==> src/rtl/muldiv_issue_ctrl.sv <==
// Issue/writeback controller in front of the MULDIV unit: holds operands, pulses start
// for divisions, waits out busy (with watchdog), and returns the result with rd.
module muldiv_issue_ctrl #(
  parameter int TIMEOUT_CYC = 64,
  parameter int CNT_W       = 8
) (
  input  logic             clk,
  input  logic             rstLow,
  input  logic             req_valid,
  output logic             req_ready,
  input  logic [31:0]      req_rs1,
  input  logic [31:0]      req_rs2,
  input  logic [2:0]       req_funct3,
  input  logic [4:0]       req_rd,
  input  logic             flush,
  output logic [31:0]      md_rs1,
  output logic [31:0]      md_rs2,
  output logic [2:0]       md_funct3,
  output logic             md_start,
  input  logic             md_busy,
  input  logic [31:0]      md_result,
  output logic             wb_valid,
  input  logic             wb_ready,
  output logic [31:0]      wb_data,
  output logic [4:0]       wb_rd,
  output logic             wb_err,
  output logic [CNT_W-1:0] op_cycles
);

  typedef enum logic [2:0] {S_IDLE, S_LAUNCH, S_WAIT, S_DONE, S_DRAIN} state_e;

  localparam int                WD_W    = $clog2(TIMEOUT_CYC + 1);
  localparam logic [WD_W-1:0]   WD_LAST = WD_W'(TIMEOUT_CYC - 1);
  localparam logic [CNT_W-1:0]  CNT_ONE = CNT_W'(1);

  state_e           state_q, state_d;
  logic [31:0]      rs1_q, rs2_q;
  logic [2:0]       funct3_q;
  logic [4:0]       rd_q;
  logic [CNT_W-1:0] cnt_q, cnt_d, cnt_inc;
  logic [WD_W-1:0]  wd_q, wd_d;
  logic [31:0]      wb_data_q, wb_data_d;
  logic             wb_err_q, wb_err_d;
  logic [CNT_W-1:0] op_cycles_q, op_cycles_d;
  logic             accept;

  assign accept  = (state_q == S_IDLE) && req_valid;
  assign cnt_inc = (cnt_q == '1) ? cnt_q : cnt_q + CNT_ONE;

  always_ff @(posedge clk or negedge rstLow) begin
    if (!rstLow) begin
      state_q     <= S_IDLE;
      rs1_q       <= '0;
      rs2_q       <= '0;
      funct3_q    <= '0;
      rd_q        <= '0;
      cnt_q       <= '0;
      wd_q        <= '0;
      wb_data_q   <= '0;
      wb_err_q    <= 1'b0;
      op_cycles_q <= '0;
    end else begin
      state_q     <= state_d;
      cnt_q       <= cnt_d;
      wd_q        <= wd_d;
      wb_data_q   <= wb_data_d;
      wb_err_q    <= wb_err_d;
      op_cycles_q <= op_cycles_d;
      if (accept) begin
        rs1_q    <= req_rs1;
        rs2_q    <= req_rs2;
        funct3_q <= req_funct3;
        rd_q     <= req_rd;
      end
    end
  end

  always_comb begin
    state_d     = state_q;
    cnt_d       = cnt_q;
    wd_d        = wd_q;
    wb_data_d   = wb_data_q;
    wb_err_d    = wb_err_q;
    op_cycles_d = op_cycles_q;
    case (state_q)
      S_IDLE: begin
        if (req_valid) state_d = S_LAUNCH;
      end
      S_LAUNCH: begin
        cnt_d   = CNT_ONE;
        wd_d    = '0;
        state_d = flush ? S_IDLE : S_WAIT;
      end
      S_WAIT: begin
        cnt_d = cnt_inc;
        // A flush while the divider is still iterating must let it finish before reissue.
        if (flush) begin
          state_d = md_busy ? S_DRAIN : S_IDLE;
        end else if (!md_busy) begin
          wb_data_d   = md_result;
          wb_err_d    = 1'b0;
          op_cycles_d = cnt_inc;
          state_d     = S_DONE;
        end else if (wd_q == WD_LAST) begin
          wb_data_d = '0;
          wb_err_d  = 1'b1;
          state_d   = S_DONE;
        end else begin
          wd_d = wd_q + 1'b1;
        end
      end
      S_DONE: begin
        if (flush || wb_ready) state_d = S_IDLE;
      end
      S_DRAIN: begin
        if (!md_busy) state_d = S_IDLE;
      end
      default: state_d = S_IDLE;
    endcase
  end

  assign req_ready = (state_q == S_IDLE);
  assign md_start  = (state_q == S_LAUNCH) && funct3_q[2];
  assign md_rs1    = rs1_q;
  assign md_rs2    = rs2_q;
  assign md_funct3 = funct3_q;
  assign wb_valid  = (state_q == S_DONE);
  assign wb_data   = wb_data_q;
  assign wb_rd     = rd_q;
  assign wb_err    = wb_err_q;
  assign op_cycles = op_cycles_q;

endmodule

==> config.mk <==
export PLATFORM = sky130hd
export DESIGN_NAME = muldiv_issue_ctrl
export DESIGN_NICKNAME = d
export VERILOG_FILES = /design/src/rtl/muldiv_issue_ctrl.sv
export SDC_FILE = /design/constraint.sdc
export NUM_CORES = 1
export LEC_CHECK = 0
export CAP_MARGIN = 10
export CELL_PAD_IN_SITES_DETAIL_PLACEMENT = 0
export CELL_PAD_IN_SITES_GLOBAL_PLACEMENT = 2
export CORE_ASPECT_RATIO = 1.2
export CORE_MARGIN = 2
export CORE_UTILIZATION = 24
export DETAILED_ROUTE_END_ITERATION = 10
export GPL_TIMING_DRIVEN = 0
export PLACE_DENSITY = 0.74
export SETUP_SLACK_MARGIN = 0.3
export SLEW_MARGIN = 40
export SYNTH_ARGS = -nofsm -noshare
export SYNTH_HDL_FRONTEND = slang
export SYNTH_SLANG_ARGS = --single-unit
==> constraint.sdc <==
create_clock -name clk -period 1.79 [get_ports clk]
set_input_delay 0.358 -clock clk [delete_from_list [all_inputs] [get_ports clk]]
set_output_delay 0.358 -clock clk [all_outputs]
set_load 0.1 [all_outputs]
==> flow_metrics.env <==
export IMPL_status="complete, but fails checks"
export IMPL_violations="negative setup slack"
export IMPL_finalCritPeriodShare=1.033
export IMPL_ys_flop_type="dfrtp_1"
export IMPL_ys_warn_count=0
export IMPL_fillers=1949
export IMPL_root_buffer="clkbuf_16"
export IMPL_synth_async_reset_ratio=1.000
export IMPL_finalNetCount=802
export IMPL_clockBufferDepth=2
export IMPL_setup_viol=29
export IMPL_io_pins=226
export IMPL_ys_top_cells_by_area="dfrtp_1 (62%), mux2_2 (16%), a22o_1 (5.5%), a21oi_1 (1.5%), nand2_1 (1.1%)"
export IMPL_syn_area_per_cell_um2=13.86
export IMPL_final_cells=976
export IMPL_layout_commonest_cell="dfrtp_1"
export IMPL_globalplace_congestion=0.7242
export IMPL_cp_max_fo=7
export IMPL_clock_skew_final_ps=11.82
export IMPL_die_area_mm2=0.02315
export IMPL_grt_pass1_vias=4861
export IMPL_fin_ws_ps=-59.64
export IMPL_die_h_um=166.3
export IMPL_place_port_buffers=225
export IMPL_antenna_cells=0
export IMPL_antenna_found_initial=0
export IMPL_hold_path_class="input port to async pin"
export IMPL_synth_area_mm2=0.005266
export IMPL_final_hold_viol_count=0
export IMPL_synth_edf_count=0
export IMPL_crit_arrival_ps=2140
export IMPL_cts_tree="yes"
export IMPL_grt_overflow_total=0
export IMPL_dp_slack_ps=-520.1
export IMPL_grt_use_total=0.1537
export IMPL_relSlewSlack=0.6474
export IMPL_final_cell_mix="dfrtp_1 (128), buf_4 (123), clkdlybuf4s50_1 (108), mux2_4 (72), buf_6 (36)"
export IMPL_grt_pass1_wl_mm=28.02
export IMPL_areaGrowthSynthToFinish_pct=88.50
export IMPL_synth_cells=380
export IMPL_path_clk_slew_ps=60
export IMPL_worst_pin_slew_ps=524.1
export IMPL_synth_top_area_frac=0.6225
export IMPL_synthesis_nets=492
export IMPL_drv_cap=0
export IMPL_setup_tns_final_ps=-1129
export IMPL_post_dp_hpwl_mm=11.45
export IMPL_drt_wl_total_mm=17.72
export IMPL_wl_per_cell_um=18.15
export IMPL_start_util=0.2435
export IMPL_synth_seq_cells=131
export IMPL_cts_sinks=131
export IMPL_drive_above_1_share=0.5128
export IMPL_drtIter0Drc=157
export IMPL_synth_cell_types=41
export IMPL_drtPass1Iterations=4
export IMPL_hold_ws_ps=472.4
export IMPL_placedCellCount=880
export IMPL_max_freq_mhz=540.6
export IMPL_period_needed_ps=1850
export IMPL_routed_via_density=4.495
export IMPL_die_w_um=139.2
export IMPL_drc=0
export IMPL_start_kind="register"
export IMPL_maxSlewViolCount=0
export IMPL_num_rows=59
export IMPL_crit_required_ps=2080
export IMPL_grt_setup_unrepaired="true"
export IMPL_critPathKind="register to register"
export IMPL_worstSetupEndpointType="register"
export IMPL_ctsHtreeMaxLevel=4
export IMPL_insertion_delay_ps=410
export IMPL_grt_max_degree=70
export IMPL_vias=4387
export IMPL_yosysTopAreaCell="dfrtp_1"
export IMPL_numCtsBuffers=17
export IMPL_core_area_mm2=0.02163
export IMPL_ant_nets=0
export IMPL_ys_seq_area_frac=0.6225
-- worst paths after layout --
path | start | endpoint | slack (ps) | cells after the start
worst max-delay path | state_q[2] | md_rs1[3] | -60 | 8
max in group asynchronous | rstLow | cnt_q[0] | 560 | 3
worst min register to register | wb_data[30] | wb_data[30] | 500 | 1
worst max register to register | state_q[2] | md_rs1[3] | -60 | 8
min in group clk | wb_data[30] | wb_data[30] | 500 | 1
worst min-delay path | rstLow | md_rs1[15] | 470 | 2
-- routing by layer --
metal  GRT usage  vias to the layer above  routed length (um)
met5           0                        -                   0
met4     0.05051                        0                 306
met3     0.03489                       19                 642
met2      0.2786                      136                9643
met1      0.1783                     2216                7125
li1            -                     2016                   -
-- cell usage after synthesis, drive strengths merged (4+ instances only) --
cell / count
clkbuf: 7
o21a: 4
dfrtp: 131
mux2: 73
xnor2: 4
nor3: 4
buf: 14
o21ai: 9
and2: 5
nor2: 15
nand2: 15
and3: 5
a22o: 33
a21oi: 16
nand3: 9
-- per-stage QoR --
stage,utilization,area (um2)
6_report,0.4590,9927
5_1_grt,0.4590,9927
4_1_cts,0.4501,9736
3_5_place_dp,0.3425,7407
3_3_place_gp,0.3678,7955
2_1_floorplan,-,5360
-- worst max-delay path: stages (launching register included) --
cell	delay (ps)
dfrtp_1	380
buf_6	150
nor3_4	220
and2_4	220
buf_12	110
buf_16	110
buf_12	110
buf_8	120
mux2_4	300
-- layout make-up --
type	instances	area, um2	share of cell area
plain buffers	21	305.3	0.03075
clock buffers	23	467.9	0.04714
repair buffers	291	3008	0.3030
multi-input cells	227	2460	0.2478
inverters	1	3.754	0.0003781
well taps	274	342.8	0.03453
clock inverters	8	55.05	0.005546
flip-flops and latches	131	3284	0.3309
-- logic make-up after synthesis --
logic type | count (synthesis) | share of synthesized area
AO/OA/AOI/OAI | 74 | 0.1036
XOR/XNOR | 5 | 0.008315
adder cells (fa/ha/maj) | 2 | 0.004751
buffers and inverters | 22 | 0.02590
flip-flops | 131 | 0.6225
multiplexers | 76 | 0.1618
AND/OR/NAND/NOR | 70 | 0.07318
-- what timing repair did --
| action | 4_1_cts | 5_1_grt |
|---|---|---|
| pin swaps | 31 | 15 |
| buffers inserted | 47 | 3 |
| gates resized for setup | 314 | 38 |
| hold endpoints to repair | 62 | 0 |
| setup endpoints to repair | 246 | 135 |
| hold buffers | 1 | 0 |
| gates cloned | 12 | 2 |
-- flip-flops by register name, summed over array words and instances (netlist names) --
register   count
cnt_q          8
md_funct3      3
md_rs1        32
md_rs2        32
op_cycles      8
state_q        3
wb_data       32
wb_err         1
wb_rd          5
wd_q           7
Power is not shown: default switching activity piles up to over one toggle a cycle in this logic, so the estimate is an artifact.
